<file path="src/rtl/ascon_pack.sv">
// Shared types and round constants for the ASCON-128 sequencing controller.
package ascon_pack;

   typedef enum logic [2:0] {
      IDLE      = 3'd0,
      INIT      = 3'd1,
      WAIT_AD   = 3'd2,
      PERM_AD   = 3'd3,
      WAIT_TEXT = 3'd4,
      PERM_TEXT = 3'd5,
      FINAL     = 3'd6,
      DONE      = 3'd7
   } fsm_state_t;

   localparam logic [3:0] ROUND_A_START = 4'd0;
   localparam logic [3:0] ROUND_B_START = 4'd6;
   localparam logic [3:0] ROUND_LAST    = 4'd11;

endpackage

</file>
<file path="src/rtl/compteur_double_init.sv">
// 4-bit round counter with two load values: 0 for p^a phases, B_START for p^b phases.
module compteur_double_init
   import ascon_pack::*;
#(
   parameter logic [3:0] B_START = ROUND_B_START
) (
   input  logic       clock_i,
   input  logic       reset_i,
   input  logic       en_i,
   input  logic       init_a_i,
   input  logic       init_b_i,
   output logic [3:0] count_o
);

   logic [3:0] count_q;
   logic [3:0] count_d;

   // Next count: loads take priority over increment, otherwise hold.
   always_comb begin
      count_d = count_q;
      if (init_a_i) begin
         count_d = ROUND_A_START;
      end else if (init_b_i) begin
         count_d = B_START;
      end else if (en_i) begin
         count_d = count_q + 4'd1;
      end else begin
         count_d = count_q;
      end
   end

   // Counter register, cleared asynchronously.
   always_ff @(posedge clock_i or posedge reset_i) begin
      if (reset_i) begin
         count_q <= 4'd0;
      end else begin
         count_q <= count_d;
      end
   end

   assign count_o = count_q;

endmodule

</file>
<file path="src/rtl/ascon_fsm_ctrl.sv">
// ASCON-128 AEAD sequencing controller: Moore FSM plus round counter driving
// the permutation enable, round index and XOR/mux selects of the datapath.
module ascon_fsm_ctrl
   import ascon_pack::*;
#(
   parameter int NB_ROUND_A = 12,
   parameter int NB_ROUND_B = 6
) (
   input  logic       clock_i,
   input  logic       reset_i,
   input  logic       start_i,
   input  logic       ad_en_i,
   input  logic       data_valid_i,
   input  logic       data_last_i,
   output logic       ready_o,
   output logic [3:0] round_o,
   output logic       en_perm_o,
   output logic       sel_init_o,
   output logic       xor_data_begin_o,
   output logic       xor_key_begin_o,
   output logic       xor_key_end_o,
   output logic       xor_sep_o,
   output logic       en_cipher_o,
   output logic       en_tag_o,
   output logic       busy_o,
   output logic       done_o
);

   localparam logic [3:0] R_B_START = 4'(NB_ROUND_A - NB_ROUND_B);
   localparam logic [3:0] R_LAST    = 4'(NB_ROUND_A - 1);

   fsm_state_t state_q, state_d;
   logic       ad_q, ad_d;
   logic       last_q, last_d;
   logic [3:0] cnt_s;
   logic       init_a_s, init_b_s, en_cnt_s;
   logic       at_last_s;

   assign at_last_s = (cnt_s == R_LAST);

   // Counter loads on phase entry; it stops at the last round so it never wraps.
   assign init_a_s = (state_d != state_q) && ((state_d == INIT) || (state_d == FINAL));
   assign init_b_s = (state_d != state_q) && ((state_d == PERM_AD) || (state_d == PERM_TEXT));
   assign en_cnt_s = en_perm_o && !at_last_s;

   compteur_double_init #(
      .B_START (R_B_START)
   ) u_cnt (
      .clock_i  (clock_i),
      .reset_i  (reset_i),
      .en_i     (en_cnt_s),
      .init_a_i (init_a_s),
      .init_b_i (init_b_s),
      .count_o  (cnt_s)
   );

   // State and latched-flag registers.
   always_ff @(posedge clock_i or posedge reset_i) begin
      if (reset_i) begin
         state_q <= IDLE;
         ad_q    <= 1'b0;
         last_q  <= 1'b0;
      end else begin
         state_q <= state_d;
         ad_q    <= ad_d;
         last_q  <= last_d;
      end
   end

   // Next-state logic; blocks are consumed only in the WAIT states (ready_o high).
   always_comb begin
      state_d = state_q;
      ad_d    = ad_q;
      last_d  = last_q;
      case (state_q)
         IDLE: begin
            if (start_i) begin
               ad_d    = ad_en_i;
               state_d = INIT;
            end else begin
               state_d = IDLE;
            end
         end
         INIT: begin
            if (at_last_s) begin
               state_d = ad_q ? WAIT_AD : WAIT_TEXT;
            end else begin
               state_d = INIT;
            end
         end
         WAIT_AD: begin
            if (data_valid_i) begin
               last_d  = data_last_i;
               state_d = PERM_AD;
            end else begin
               state_d = WAIT_AD;
            end
         end
         PERM_AD: begin
            if (at_last_s) begin
               state_d = last_q ? WAIT_TEXT : WAIT_AD;
            end else begin
               state_d = PERM_AD;
            end
         end
         WAIT_TEXT: begin
            if (data_valid_i) begin
               state_d = data_last_i ? FINAL : PERM_TEXT;
            end else begin
               state_d = WAIT_TEXT;
            end
         end
         PERM_TEXT: begin
            if (at_last_s) begin
               state_d = WAIT_TEXT;
            end else begin
               state_d = PERM_TEXT;
            end
         end
         FINAL: begin
            if (at_last_s) begin
               state_d = DONE;
            end else begin
               state_d = FINAL;
            end
         end
         DONE: begin
            state_d = IDLE;
         end
         default: begin
            state_d = IDLE;
         end
      endcase
   end

   // Moore output decode from registered state and round counter.
   always_comb begin
      ready_o          = 1'b0;
      round_o          = cnt_s;
      en_perm_o        = 1'b0;
      sel_init_o       = 1'b0;
      xor_data_begin_o = 1'b0;
      xor_key_begin_o  = 1'b0;
      xor_key_end_o    = 1'b0;
      xor_sep_o        = 1'b0;
      en_cipher_o      = 1'b0;
      en_tag_o         = 1'b0;
      busy_o           = 1'b1;
      done_o           = 1'b0;
      case (state_q)
         IDLE: begin
            round_o = 4'd0;
            busy_o  = 1'b0;
         end
         INIT: begin
            en_perm_o     = 1'b1;
            sel_init_o    = (cnt_s == ROUND_A_START);
            xor_key_end_o = at_last_s;
            xor_sep_o     = at_last_s && !ad_q;
         end
         WAIT_AD, WAIT_TEXT: begin
            ready_o = 1'b1;
         end
         PERM_AD: begin
            en_perm_o        = 1'b1;
            xor_data_begin_o = (cnt_s == R_B_START);
            xor_sep_o        = at_last_s && last_q;
         end
         PERM_TEXT: begin
            en_perm_o        = 1'b1;
            xor_data_begin_o = (cnt_s == R_B_START);
            en_cipher_o      = (cnt_s == R_B_START);
         end
         FINAL: begin
            en_perm_o        = 1'b1;
            xor_data_begin_o = (cnt_s == ROUND_A_START);
            en_cipher_o      = (cnt_s == ROUND_A_START);
            xor_key_begin_o  = (cnt_s == ROUND_A_START);
            xor_key_end_o    = at_last_s;
            en_tag_o         = at_last_s;
         end
         DONE: begin
            done_o = 1'b1;
         end
         default: begin
            busy_o = 1'b0;
         end
      endcase
   end

endmodule
</file>
<file path="config.mk">
export PLATFORM = sky130hd
export DESIGN_NAME = ascon_fsm_ctrl
export DESIGN_NICKNAME = d
export VERILOG_FILES = /design/src/rtl/ascon_pack.sv /design/src/rtl/compteur_double_init.sv /design/src/rtl/ascon_fsm_ctrl.sv
export SDC_FILE = /design/constraint.sdc
export NUM_CORES = 1
export LEC_CHECK = 0
export BUFFER_PORTS_ARGS = -buffer_cell sky130_fd_sc_hd__buf_2
export CAP_MARGIN = 0
export CELL_PAD_IN_SITES_DETAIL_PLACEMENT = 2
export CELL_PAD_IN_SITES_GLOBAL_PLACEMENT = 2
export CORE_ASPECT_RATIO = 1.1
export CORE_MARGIN = 2
export CORE_UTILIZATION = 26
export DETAILED_ROUTE_END_ITERATION = 10
export PLACE_DENSITY_LB_ADDON = 0.2
export SLEW_MARGIN = 30
export SYNTH_ARGS = -nofsm -noshare
export SYNTH_HDL_FRONTEND = slang
export SYNTH_SLANG_ARGS = --single-unit
</file>
<file path="constraint.sdc">
create_clock -name clock_i -period 1.4 [get_ports clock_i]
set_input_delay 0.14 -clock clock_i [delete_from_list [all_inputs] [get_ports clock_i]]
set_output_delay 0.14 -clock clock_i [all_outputs]
set_load 0.05 [all_outputs]
</file>
==> impl_metrics.csv, run 1 <==
group,metric,value,unit
clock_tree,clockRootBuffer,"clkbuf_4",
placement,gp_congestion,0.784,
logic_synthesis,synth-seq-cells,9,
logic_synthesis,yosysSeqAreaShare,29.7,%
run_status,status,"aborted with a tool error",
logic_synthesis,synth_warnings,0,
logic_synthesis,async_flop_share,100,%
run_status,haltStage,"global routing (5_1_grt)",
floorplan,io_pins,21,
placement,portBuffers,20,
clock_tree,cts.sinks,9,
placement,dpl.hpwl,2270,um
logic_synthesis,synth.distinct_cells,39,
floorplan,start_util,27.3,%
logic_synthesis,syn_inst,92,
clock_tree,clock_path_buffers,2,
sta,postGrtWorstEndpoint,"xor_data_begin_o",
clock_tree,cts_max_level,1,
floorplan,std_cell_rows,20,
logic_synthesis,synth_area,758,um^2
logic_synthesis,synth_flop_cell,"dfrtp_1",
run_status,run.stop_error,"[ERROR DPL-0033] detailed placement checks failed during check placement.",
global_routing,grt_max_degree,10,
logic_synthesis,synth_edf_count,0,
floorplan,die_height,60.6,um
placement,placed_area,1150,um^2
global_routing,antenna_found_initial,1,
logic_synthesis,synth_top_cells_by_area,"dfrtp_1 (30%), nor2_1 (5.9%), ha_1 (5.0%), inv_1 (4.0%), nand4b_1 (3.5%)",
logic_synthesis,synth_top_cell_by_area,"dfrtp_1",
floorplan,die_w,55.5,um
logic_synthesis,synth_top_area_share,29.7,%
sta,worst_endpoint_kind,"primary output",
clock_tree,cts_made_buffers,3,
logic_synthesis,syn_nets,101,
logic_synthesis,avgSynthCellArea,8.24,um^2
-- cells by family after synthesis --
group,Yosys count,synth area share (%)
AND/OR/NAND/NOR,41,31.5
AO/OA/AOI/OAI,20,17.5
buffers and inverters,13,7.75
flip-flops,9,29.7
XOR/XNOR,4,5.61
adder cells (fa/ha/maj),3,4.95
multiplexers,2,2.97
-- Yosys cell counts, types with 2 or more instances --
cell      instances
a21oi_1           4
a31oi_1           3
and3_1            2
buf_2             2
buf_4             2
dfrtp_1           9
ha_1              3
inv_1             8
mux2_2            2
nand2_1           6
nand2b_1          3
nand3_1           3
nand4b_1          3
nor2_1           12
nor2b_1           3
nor3_2            2
o21ai_0           2
xnor2_1           2
-- repair_timing --
item | in CTS
endpoints found under the setup margin | 20
pin swaps | 22
endpoints found under the hold margin | 9
hold buffers | 1
setup buffers | 20
gates cloned | 0
gates resized for setup | 86
-- through the flow --
stage	hold slack (ns)	setup WS, ns	util [%]	instances
floorplan	-0.0321	-0.342	-	92
global placement	0.122	-0.110	41.3	166
detailed placement	0.127	-0.188	41.3	166
CTS	0.111	-0.252	59.4	189
==> run 2, diff against run 1 <==
Settings changed: CELL_PAD_IN_SITES_DETAIL_PLACEMENT 2 to not set, CELL_PAD_IN_SITES_GLOBAL_PLACEMENT 2 to not set, CORE_AREA set to 2 2 63 65, CORE_ASPECT_RATIO 1.1 to not set, CORE_MARGIN 2 to not set, CORE_UTILIZATION 26 to not set, DIE_AREA set to 0 0 65 67, PLACE_DENSITY_LB_ADDON 0.2 to 0.15.
Clock period 1.4 ns to 1.82 ns, I/O delays scaled along.
==> run 2 against run 1 <==
Against the previous run: the run now ends clean; synthesized cell count unchanged; area after synthesis unchanged.
==> impl_metrics.csv, run 2 <==
group,metric,value,unit
final_layout,largest_reg_flops,4,
logic_synthesis,ys_top_cells_by_count,"nor2_1 (12), dfrtp_1 (9), inv_1 (8)",
logic_synthesis,synth_edf_count,0,
logic_synthesis,synth_top_area_share,29.7,%
pwr,p_switching,0.00108,W
placement,portBuffers,20,
setup_path,crit_arrival,1.54,ns
floorplan,die_height,67,um
clock_tree,cts.sinks,9,
sta,hold_viol_final,0,
pwr,powerDensity,1890,nW/um^2
route,drtAntennaViolNets,0,
run_status,status,"complete, no violations",
sta,fin_crit,1.72,ns
worst_hold_path,hold_class,"in -> reg",
worst_hold_path,hold_end,"ad_q",
sta,period_share,94.6,%
clock_tree,clkLatencyLatePin,0.23,ns
setup_path,rr_worst_depth,6,
floorplan,start_util,21.0,%
final_layout,layout_common_cells,"buf_2 (15), nor2_1 (12), inv_1 (8), dfrtp_1 (7), buf_4 (7)",
sta,setup_viol,0,
sta,skew,0.00420,ns
global_routing,grt-ovfl-total,0,
setup_path,critical_path_class,"reg -> out",
global_routing,grt_pass1_vias,724,
global_routing,grt_pass1_wl,3220,um
placement,dpl.hpwl,1640,um
logic_synthesis,synth_warnings,0,
route,drt_iter0_markers,52,
final_layout,synthToLayoutAreaGrowth,38.3,%
placement,dp_slack,0.173,ns
sta,report.final.slew_viol_count,0,
sta,clock.fmax,581,MHz
pwr,p_total,0.00199,W
clock_tree,cts_max_level,1,
route,drtPass1Iterations,4,
sta,layout_setup_ws,0.0974,ns
logic_synthesis,synth.distinct_cells,39,
pwr,comb_power_share,66.1,%
logic_synthesis,syn_inst,92,
floorplan,std_cell_rows,22,
pwr,power_frac_seq,22.5,%
logic_synthesis,async_flop_share,100,%
floorplan,io_pins,21,
logic_synthesis,syn_nets,101,
global_routing,grt_max_degree,11,
floorplan,dieArea,4360,um^2
logic_synthesis,synth_top_cells_by_area,"dfrtp_1 (30%), nor2_1 (5.9%), ha_1 (5.0%), inv_1 (4.0%), nand4b_1 (3.5%)",
clock_tree,clock_path_buffers,2,
pwr,ir_drop,0.000290,V
pwr,internal_power,0.000910,W
route,wirelength,1930,um
final_layout,nNetsFinal,128,
setup_path,required,1.64,ns
flow_run,maxCapViolations,0,
placement,gp_congestion,0.684,
setup_path,r2r-end,"u_cnt.count_o[1]",
floorplan,core,3610,um^2
setup_path,crit_path_start_kind,"register",
sta,max_slew_margin,77.3,%
final_layout,drive_gt1_share,36.4,%
logic_synthesis,synth_area,758,um^2
clock_tree,cts_made_buffers,3,
clock_tree,clockRootBuffer,"clkbuf_8",
setup_path,rrSetupSlack,0.31,ns
pwr,sw_frac_of_total,54.2,%
worst_hold_path,hold_start,"ad_en_i",
clock_tree,cts_tree,"done",
pwr,leakagePower,0.499,nW
logic_synthesis,synth_most_common_cell,"nor2_1",
logic_synthesis,synth_flop_cell,"dfrtp_1",
pwr,clkPwrFrac,11.3,%
clock_tree,clkSlewWorstSetupHoldPaths,0.04,ns
worst_hold_path,min_path_cells,2,
setup_path,r2r_start,"u_cnt.count_o[0]",
logic_synthesis,yosysSeqAreaShare,29.7,%
final_layout,antennaDiodeCount,0,
floorplan,die_w,65,um
clock_tree,post_cts_buffers,0,
route,wire_per_inst,11.6,um
route,via_count,733,
route,drc,0,
global_routing,track_usage,9.95,%
route,via_per_inst,4.42,
final_layout,layout_commonest_cell,"buf_2",
setup_path,critPathMaxFanout,8,
logic_synthesis,avgSynthCellArea,8.24,um^2
logic_synthesis,synth-seq-cells,9,
setup_path,end_kind,"output port",
sta,worst_pin_slew,0.341,ns
logic_synthesis,synth_top_cell_by_area,"dfrtp_1",
global_routing,antenna_found_initial,0,
[run 2: cell counts after synthesis]
Identical to the previous run, type by type.
[run 2: what timing repair did]
| action | in CTS | in global routing |
|---|---|---|
| hold buffers | 1 | 0 |
| hold endpoints to repair | 9 | 0 |
| resized for setup | 2 | 12 |
| endpoints found under the setup margin | 1 | 7 |
| pin swaps | 0 | 0 |
[run 2: cells by family after synthesis]
group	after synthesis	synth area share (%)
muxes	2	2.97
DFF	9	29.7
and+or+nand+nor	41	31.5
buffers and inverters	13	7.75
xor gates and xnor gates	4	5.61
AOI/OAI and AO/OA	20	17.5
adders and majority gates	3	4.95
[run 2: metal layers]
| metal | GRT usage, % | share of wire [%] |
|---|---|---|
| met1 | 12.2 | 45 |
| met2 | 15.5 | 47 |
| met3 | 1.52 | 4.9 |
| met4 | 7.98 | 2.7 |
| met5 | 0 | 0 |
[run 2: critical path: stages (launching register included)]
cell and delay, ns:
dfrtp_2 0.45, buf_4 0.18, nor3_2 0.25, buf_4 0.18
nor2_1 0.04, buf_2 0.21
[run 2: worst max-delay path by stage]
stage                                 from          endpoint  slack [ns]  cells after the start
final                           state_q[0]        round_o[0]         0.1                      5
after global routing            state_q[0]   xor_key_begin_o      -0.001                      5
after CTS                       state_q[0]       en_cipher_o        0.03                      5
after detailed placement  u_cnt.count_o[0]         xor_sep_o        0.17                      4
after global placement    u_cnt.count_o[0]  u_cnt.count_o[1]        0.19                      6
after floorplan           u_cnt.count_o[1]  u_cnt.count_o[1]       -0.02                      6
[run 2: power groups by stage]
stage / clock network [W] / registers (W) / logic [W]
after floorplan: 0 / 0.000366 / 0.00105
after global placement: 0 / 0.000440 / 0.00130
after detailed placement: 0 / 0.000435 / 0.00129
after CTS: 0.000235 / 0.000433 / 0.00130
after global routing: 0.000242 / 0.000472 / 0.00143
final: 0.000225 / 0.000448 / 0.00131
[run 2: layout make-up]
class	instances	area [um^2]
inverter	9	33.8
timing repair buffer	26	164
clock inverter	1	5.00
sequential	9	228
clock buffer	3	41.3
tap	48	60.1
fill	392	2560
multi-input combinational	70	517
[run 2: metrics by stage]
step / setup TNS [ns] / cells / utilization (%) / area, um^2 / hold slack (ns)
2_1_floorplan: -0.0157 / 92 / - / 783 / 0.00992
3_3_place_gp: 0 / 161 / 26.5 / 956 / 0.160
3_5_place_dp: 0 / 161 / 26.5 / 956 / 0.164
4_1_cts: 0 / 166 / 28.2 / 1020 / 0.184
5_1_grt: -0.00111 / 166 / 29.1 / 1050 / 0.188
6_report: 0 / 166 / 29.1 / 1050 / 0.184
No activity file was read; power rests on OpenSTA's default activity.
